$ cat src/rtl/psub_seq.sv
// psub_seq: sequential packed sub-word saturating subtractor.
// Computes a - b one signed LANE_W-bit lane per clock and latches the result
// under valid/ready handshakes on both sides.
// Optional build macro PSUB_WRAP_EN: overflowed lanes keep the wrapped
// difference instead of saturating; sat_flags still reports the overflow.
module psub_seq #(
   parameter int LANE_W = 4,
   parameter int LANES  = 4
) (
   input  logic                      clk,
   input  logic                      rst,
   input  logic                      in_valid,
   output logic                      in_ready,
   input  logic [LANE_W*LANES-1:0]   a,
   input  logic [LANE_W*LANES-1:0]   b,
   output logic                      out_valid,
   input  logic                      out_ready,
   output logic [LANE_W*LANES-1:0]   res,
   output logic [LANES-1:0]          sat_flags
);

   localparam int DW = LANE_W * LANES;
   localparam int CW = (LANES > 1) ? $clog2(LANES) : 1;

   typedef enum logic [1:0] {IDLE, BUSY, DONE} state_t;

   state_t            state_reg;
   logic [CW-1:0]     cnt_reg;
   logic [DW-1:0]     a_reg;
   logic [DW-1:0]     b_reg;
   logic [DW-1:0]     res_reg;
   logic [LANES-1:0]  sat_reg;
   logic              in_ready_reg;
   logic              out_valid_reg;

   // Per-lane result candidates, all lanes evaluated in parallel; the FSM
   // commits only the lane selected by the counter on each BUSY edge.
   logic [LANE_W-1:0] lane_val [LANES];
   logic [LANES-1:0]  lane_ovf;

   generate
      for (genvar gi = 0; gi < LANES; gi++) begin : g_lane
         logic [LANE_W-1:0] a_k;
         logic [LANE_W-1:0] b_k;
         logic [LANE_W-1:0] d_k;

         assign a_k = a_reg[gi*LANE_W +: LANE_W];
         assign b_k = b_reg[gi*LANE_W +: LANE_W];
         assign d_k = a_k - b_k;

         // Overflow only possible when operand signs differ and the
         // difference's sign disagrees with the minuend.
         assign lane_ovf[gi] = (a_k[LANE_W-1] != b_k[LANE_W-1]) &&
                               (d_k[LANE_W-1] != a_k[LANE_W-1]);
`ifdef PSUB_WRAP_EN
         assign lane_val[gi] = d_k;
`else
         logic [LANE_W-1:0] sat_k;
         // Clamp toward the minuend's sign: negative -> 100..0, positive -> 011..1.
         assign sat_k = {a_k[LANE_W-1], {(LANE_W-1){~a_k[LANE_W-1]}}};
         assign lane_val[gi] = lane_ovf[gi] ? sat_k : d_k;
`endif
      end
   endgenerate

   // Control FSM: capture operands, step one lane per edge, hold result until accepted.
   always_ff @(posedge clk or posedge rst) begin
      if (rst) begin
         state_reg     <= IDLE;
         cnt_reg       <= '0;
         a_reg         <= '0;
         b_reg         <= '0;
         res_reg       <= '0;
         sat_reg       <= '0;
         in_ready_reg  <= 1'b1;
         out_valid_reg <= 1'b0;
      end else begin
         case (state_reg)
            IDLE: begin
               if (in_valid) begin
                  a_reg        <= a;
                  b_reg        <= b;
                  res_reg      <= '0;
                  sat_reg      <= '0;
                  cnt_reg      <= '0;
                  in_ready_reg <= 1'b0;
                  state_reg    <= BUSY;
               end
            end
            BUSY: begin
               for (int i = 0; i < LANES; i++) begin
                  if (cnt_reg == CW'(i)) begin
                     res_reg[i*LANE_W +: LANE_W] <= lane_val[i];
                     sat_reg[i]                  <= lane_ovf[i];
                  end
               end
               if (cnt_reg == CW'(LANES - 1)) begin
                  cnt_reg       <= '0;
                  out_valid_reg <= 1'b1;
                  state_reg     <= DONE;
               end else begin
                  cnt_reg <= cnt_reg + CW'(1);
               end
            end
            DONE: begin
               if (out_ready) begin
                  out_valid_reg <= 1'b0;
                  in_ready_reg  <= 1'b1;
                  state_reg     <= IDLE;
               end
            end
            default: begin
               state_reg     <= IDLE;
               cnt_reg       <= '0;
               in_ready_reg  <= 1'b1;
               out_valid_reg <= 1'b0;
            end
         endcase
      end
   end

   assign in_ready  = in_ready_reg;
   assign out_valid = out_valid_reg;
   assign res       = res_reg;
   assign sat_flags = sat_reg;

endmodule

$ cat config.mk
export PLATFORM = sky130hd
export DESIGN_NAME = psub_seq
export DESIGN_NICKNAME = d
export VERILOG_FILES = /design/src/rtl/psub_seq.sv
export SDC_FILE = /design/constraint.sdc
export NUM_CORES = 1
export LEC_CHECK = 0
export ABC_CLOCK_PERIOD_IN_PS = 6000
export BUFFER_PORTS_ARGS = -buffer_cell sky130_fd_sc_hd__buf_4
export CAP_MARGIN = 20
export CORE_MARGIN = 4
export CORE_UTILIZATION = 59
export DETAILED_ROUTE_END_ITERATION = 10
export PLACE_DENSITY = 0.93
export SYNTH_ARGS = -nofsm -noshare
export SYNTH_HDL_FRONTEND = slang
export SYNTH_SLANG_ARGS = --single-unit
export TNS_END_PERCENT = 10
$ cat constraint.sdc
create_clock -name clk -period 6 [get_ports clk]
set_input_delay 1.5 -clock clk [delete_from_list [all_inputs] [get_ports clk]]
set_output_delay 1.5 -clock clk [all_outputs]
set_load 0.01 [all_outputs]
=== After elaboration in Yosys (flattened, before gate mapping) ===
Index checks and enable logic that the tools add are counted.

* Add/sub/neg operators: 5
* Eq/ne operators: 19
* Multiplexer cells: 29
* Bitwise logic cells: 7
* Reduce and logical (&&, ||, !) cells: 16

{| class="wikitable"
|+ Operators with widths
! operator !! count
|-
| 4-bit 2-to-1 mux || 9
|-
| 16-bit case mux with 2 select lines || 1
|-
| 3-bit AND reduction || 7
|-
| 16-bit 2-to-1 mux || 1
|-
| 4-bit subtractor || 4
|-
| 2-bit inequality test (second input constant) || 6
|-
| 2-bit case mux with 3 select lines || 2
|-
| 2-bit 2-to-1 mux || 5
|-
| 1-bit 2-to-1 mux || 8
|-
| 1-bit inequality test || 8
|-
| 4-bit case mux with 2 select lines || 1
|-
| 1-bit NOT || 7
|-
| 2-bit equality test (second input constant) || 3
|-
| 1-bit case mux with 3 select lines || 2
|-
| 2-bit by 1-bit equality test with 1-bit output (second input constant) || 2
|-
| 1-bit logical AND || 4
|-
| 2-bit logical NOT || 2
|-
| 2-bit AND reduction || 2
|-
| 2-bit by 1-bit adder with 2-bit output (second input constant) || 1
|-
| 2-bit nonzero test || 1
|}

* Register bits: 58
* Output and inout port bits: 22
* Word-level logic and storage cells: 90

=== Depth between registers and ports, before layout ===
* Depth in word-level cells: 6
* Depth in mapped cells: 9
* Gate-level depth less buffers: 9

=== Worst setup path before layout ===
Ideal clock, no wire load.

* Path kind: in2reg
* Start: in in_valid
* End: reg a_reg[0]
* Library setup time: 125 ps
* Arrival time: 2426 ps
* Data required time: 5875 ps
* Slack: 3449 ps
* Cell stages on the path: 4
* Path buffers: 2
* Cell sequence: or3b_1 -> buf_6 -> buf_6 -> mux2_4

* Longest elaborated chain between the ends: 1

{| class="wikitable"
|+ RTL lines
! what !! RTL line !! RTL
|-
| start: declaration || 12 || <nowiki>input logic in_valid,</nowiki>
|-
| 2-bit AND reduction (no line) || -- ||
|-
| end signal: assignment || 71 || <nowiki>a_reg <= '0;</nowiki>
|-
| end signal: assignment || 81 || <nowiki>a_reg <= a;</nowiki>
|-
| end: declaration || 29 || <nowiki>logic [DW-1:0] a_reg;</nowiki>
|}

No other way between the ends.
A chain may end at the register's enable or synchronous reset.

=== Worst setup path after layout ===
* Start: in in_valid
* End: reg sat_reg[2], in the netlist sat_flags[2]

* Longest elaborated chain between the ends: 2

{| class="wikitable"
|+ RTL lines
! what !! RTL line !! RTL
|-
| 2-bit inequality test (no line) || -- ||
|-
| 3-bit AND reduction (no line) || -- ||
|-
| end signal: indexed assignment || 94 || <nowiki>sat_reg[i] <= lane_ovf[i];</nowiki>
|-
| end: declaration || 32 || <nowiki>logic [LANES-1:0] sat_reg;</nowiki>
|}

No other way between the ends.

==> flow_summary.toml <==
[outcome]
status = "finished clean"

[drt]
drt_pass1_iterations = 4
wirelength_mm = 5.97
drc = 0
ant_nets = 0
wl_per_cell_microns = 15.3
initialDrtViolationCount = 59
vias = 2068
avgViaCountPerCell = 5.30

[setup_path]
startpoint = "in_valid"
cp.arrival_ps = 2820
cp-end-kind = "flop"
r2r_setup_slack_ps = 3540
r2r_end = "sat_flags[1]$_DFFE_PP0P_"
required_ps = 6180
crit_path_end = "sat_flags[2]$_DFFE_PP0P_"
critPathLaunchType = "input pin"
crit_fanout = 24
critical_path_class = "in -> reg"
reg2regPathDepth = 7
r2r-start = "a_reg[5]$_DFFE_PP0P_"

[global_routing]
grt_pass1_wl_mm = 9.84
gr-usage-all-layers_pct = 20.7
grt_max_degree = 59
busiest_layer = "met2"
grt_pass1_vias = 2105
antenna_found_initial = 0
grt_overflow = 0
grtUsageMet1_pct = 22.6
globalRouteMet3Util_pct = 7.56
grt_util_met2_pct = 36.9

[sta]
setup_violations = 0
slew_violations = 0
tns_ps = 0
hold_viol = 0
fin_skew_ps = 5.18
finalCritPeriodShare_pct = 44.0
fmax_mhz = 379
worstMarginPinSlew_ps = 1050
slew-limit-headroom_pct = 29.5
period_needed_ps = 2640
rsz0062_at_grt = "no"

[cts]
cts_setup_buffers = 0
clock_latency_ps = 340
cts_tree = "built"
clk_path_buf_depth = 2
cts_resized = 0
hold_buffers = 0
htreeDepth = 3
cts_sinks = 58
numCtsBuffers = 9
clk_pin_slew_ps = 70
clock-root-buffer = "clkbuf_8"

[floorplanning]
ioPinCount = 58
start_util_pct = 62.5
die-width_microns = 79.9
placementRows = 25
core_area_sq_um = 4880
die_area_sq_um = 6380
dieHeight_microns = 79.9

[synth]
synth_top_cell_by_area = "dfrtp_1"
ys_seq_area_share_pct = 47.6
synth_cell_type_count = 31
synth_simple_gate_area_share_pct = 6.64
synth_fa_ha_area_share_pct = 11.8
muxShareOfSynthArea_pct = 16.2
synth_top_family_by_area = "multiplexers"
synth_area_sq_um = 3050
yosys.area.top_type_share_pct = 46.8
syn-mean-instance-area_sq_um = 12.0
synth_area_leaders = "dfrtp_1 47%, mux2_4 12%, ha_1 6.6%"
synth_warnings = 0
syn_inst = 255
synth-xor-area-share_pct = 1.15
synth-compound-area-share_pct = 9.64
synth-seq-cells = 58
syn_nets = 315

[place]
port_buffers = 57
place.gp.congestion = 0.811
placedCellCount = 373
dp_hpwl_mm = 4.12

[final_layout]
drive_gt1_share_pct = 35.0
area_growth_pct = 22.4
nNetsFinal = 378
diodes = 0
layout.cells.non_filler = 390

[power_and_ir_drop]
p_per_area_nw_per_um2 = 604
leakage_uw = 0.00191
irDropWorstVdd_mv = 0.323

[flow_run]
max_cap_viol_count = 0

[hold_path]
min_path_type = "reg -> reg"
==> final cells by class <==
cell class              instances  area (sq um)
clock buffers                   9           124
clock inverters                 7          78.8
fillers                       343          1140
inverters                      41           154
multi-input cells             149          1390
flip-flops and latches         58          1450
well taps                      67          83.8
repair buffers                 59           455
==> worst max-delay path, cell delays in order <==
cell,delay (ps)
buf_4,90
or3b_2,680
buf_12,270
a22oi_1,200
a31oi_1,70
==> cell usage after synthesis <==
| master | count |
|---|---|
| dfrtp_1 | 57 |
| o21ai_0 | 2 |
| or3b_1 | 1 |
| a21o_1 | 5 |
| o22ai_1 | 12 |
| nor3b_1 | 4 |
| inv_1 | 41 |
| mux2_2 | 7 |
| a21boi_0 | 1 |
| nor2b_1 | 6 |
| a21oi_1 | 10 |
| nand3_1 | 1 |
| buf_6 | 4 |
| a22oi_1 | 3 |
| nand2b_1 | 2 |
| o211ai_1 | 3 |
| or2b_1 | 1 |
| ha_1 | 16 |
| o21ba_2 | 3 |
| mux2_4 | 25 |
| xor2_1 | 4 |
| dfstp_2 | 1 |
| a32o_1 | 2 |
| nand3b_1 | 1 |
| mux2i_1 | 4 |
| clkbuf_1 | 2 |
| nor2_1 | 10 |
| buf_2 | 1 |
| fa_1 | 8 |
| nand2_1 | 15 |
| a31oi_1 | 3 |
==> through the flow <==
stage	hold slack, ps	instance area [sq um]	utilization, %	total power (uW)	setup WS [ps]
finish	484	3730	76.5	2260	3360
global route	500	3730	76.5	2460	3280
CTS	487	3710	76.1	2270	3200
detailed placement	475	3510	72.0	1880	2810
global placement	466	3510	72.0	1810	2860
floorplan	478	3050	-	1590	3070
==> logic make-up after synthesis <==
family                     Yosys count
and+or+nand+nor                     41
adders and majority gates           24
xor gates and xnor gates             4
AOI/OAI and AO/OA                   44
DFF                                 58
muxes                               36
buffers and inverters               48
==> where the power goes <==
group	total, uW	switching [uW]	internal, uW
combinational	1160	545	616
sequential	734	156	579
clock	362	168	194
==> cells in the final DEF (no fill, tap or decap), types with 7 or more instances in the layout <==
cell type	n
ha_1	16
a21oi_1	10
o22ai_1	12
buf_4	58
fa_1	8
mux2_4	25
mux2_2	7
inv_1	40
clkbuf_8	9
dfrtp_1	57
nand2_1	15
nor2_1	10
==> how the worst min path moves through the flow <==
stage | slack [ps] | depth (start not counted) | end | start
floorplan | 480 | 2 | in_ready$_DFFE_PP1P_ | in_ready$_DFFE_PP1P_
global placement | 470 | 2 | in_ready$_DFFE_PP1P_ | in_ready$_DFFE_PP1P_
finish | 480 | 2 | in_ready$_DFFE_PP1P_ | in_ready$_DFFE_PP1P_
CTS | 490 | 2 | in_ready$_DFFE_PP1P_ | in_ready$_DFFE_PP1P_
detailed placement | 470 | 2 | out_valid$_DFFE_PP0P_ | out_valid$_DFFE_PP0P_
global route | 500 | 2 | in_ready$_DFFE_PP1P_ | in_ready$_DFFE_PP1P_
==> layer usage <==
metal | vias to the layer above | part of all wire, %
met4 | 0 | 1.5
met2 | 54 | 54
met5 | - | 0
met1 | 1022 | 39
met3 | 12 | 5.8
li1 | 980 | -
No activity file was read; power rests on OpenSTA's default activity.
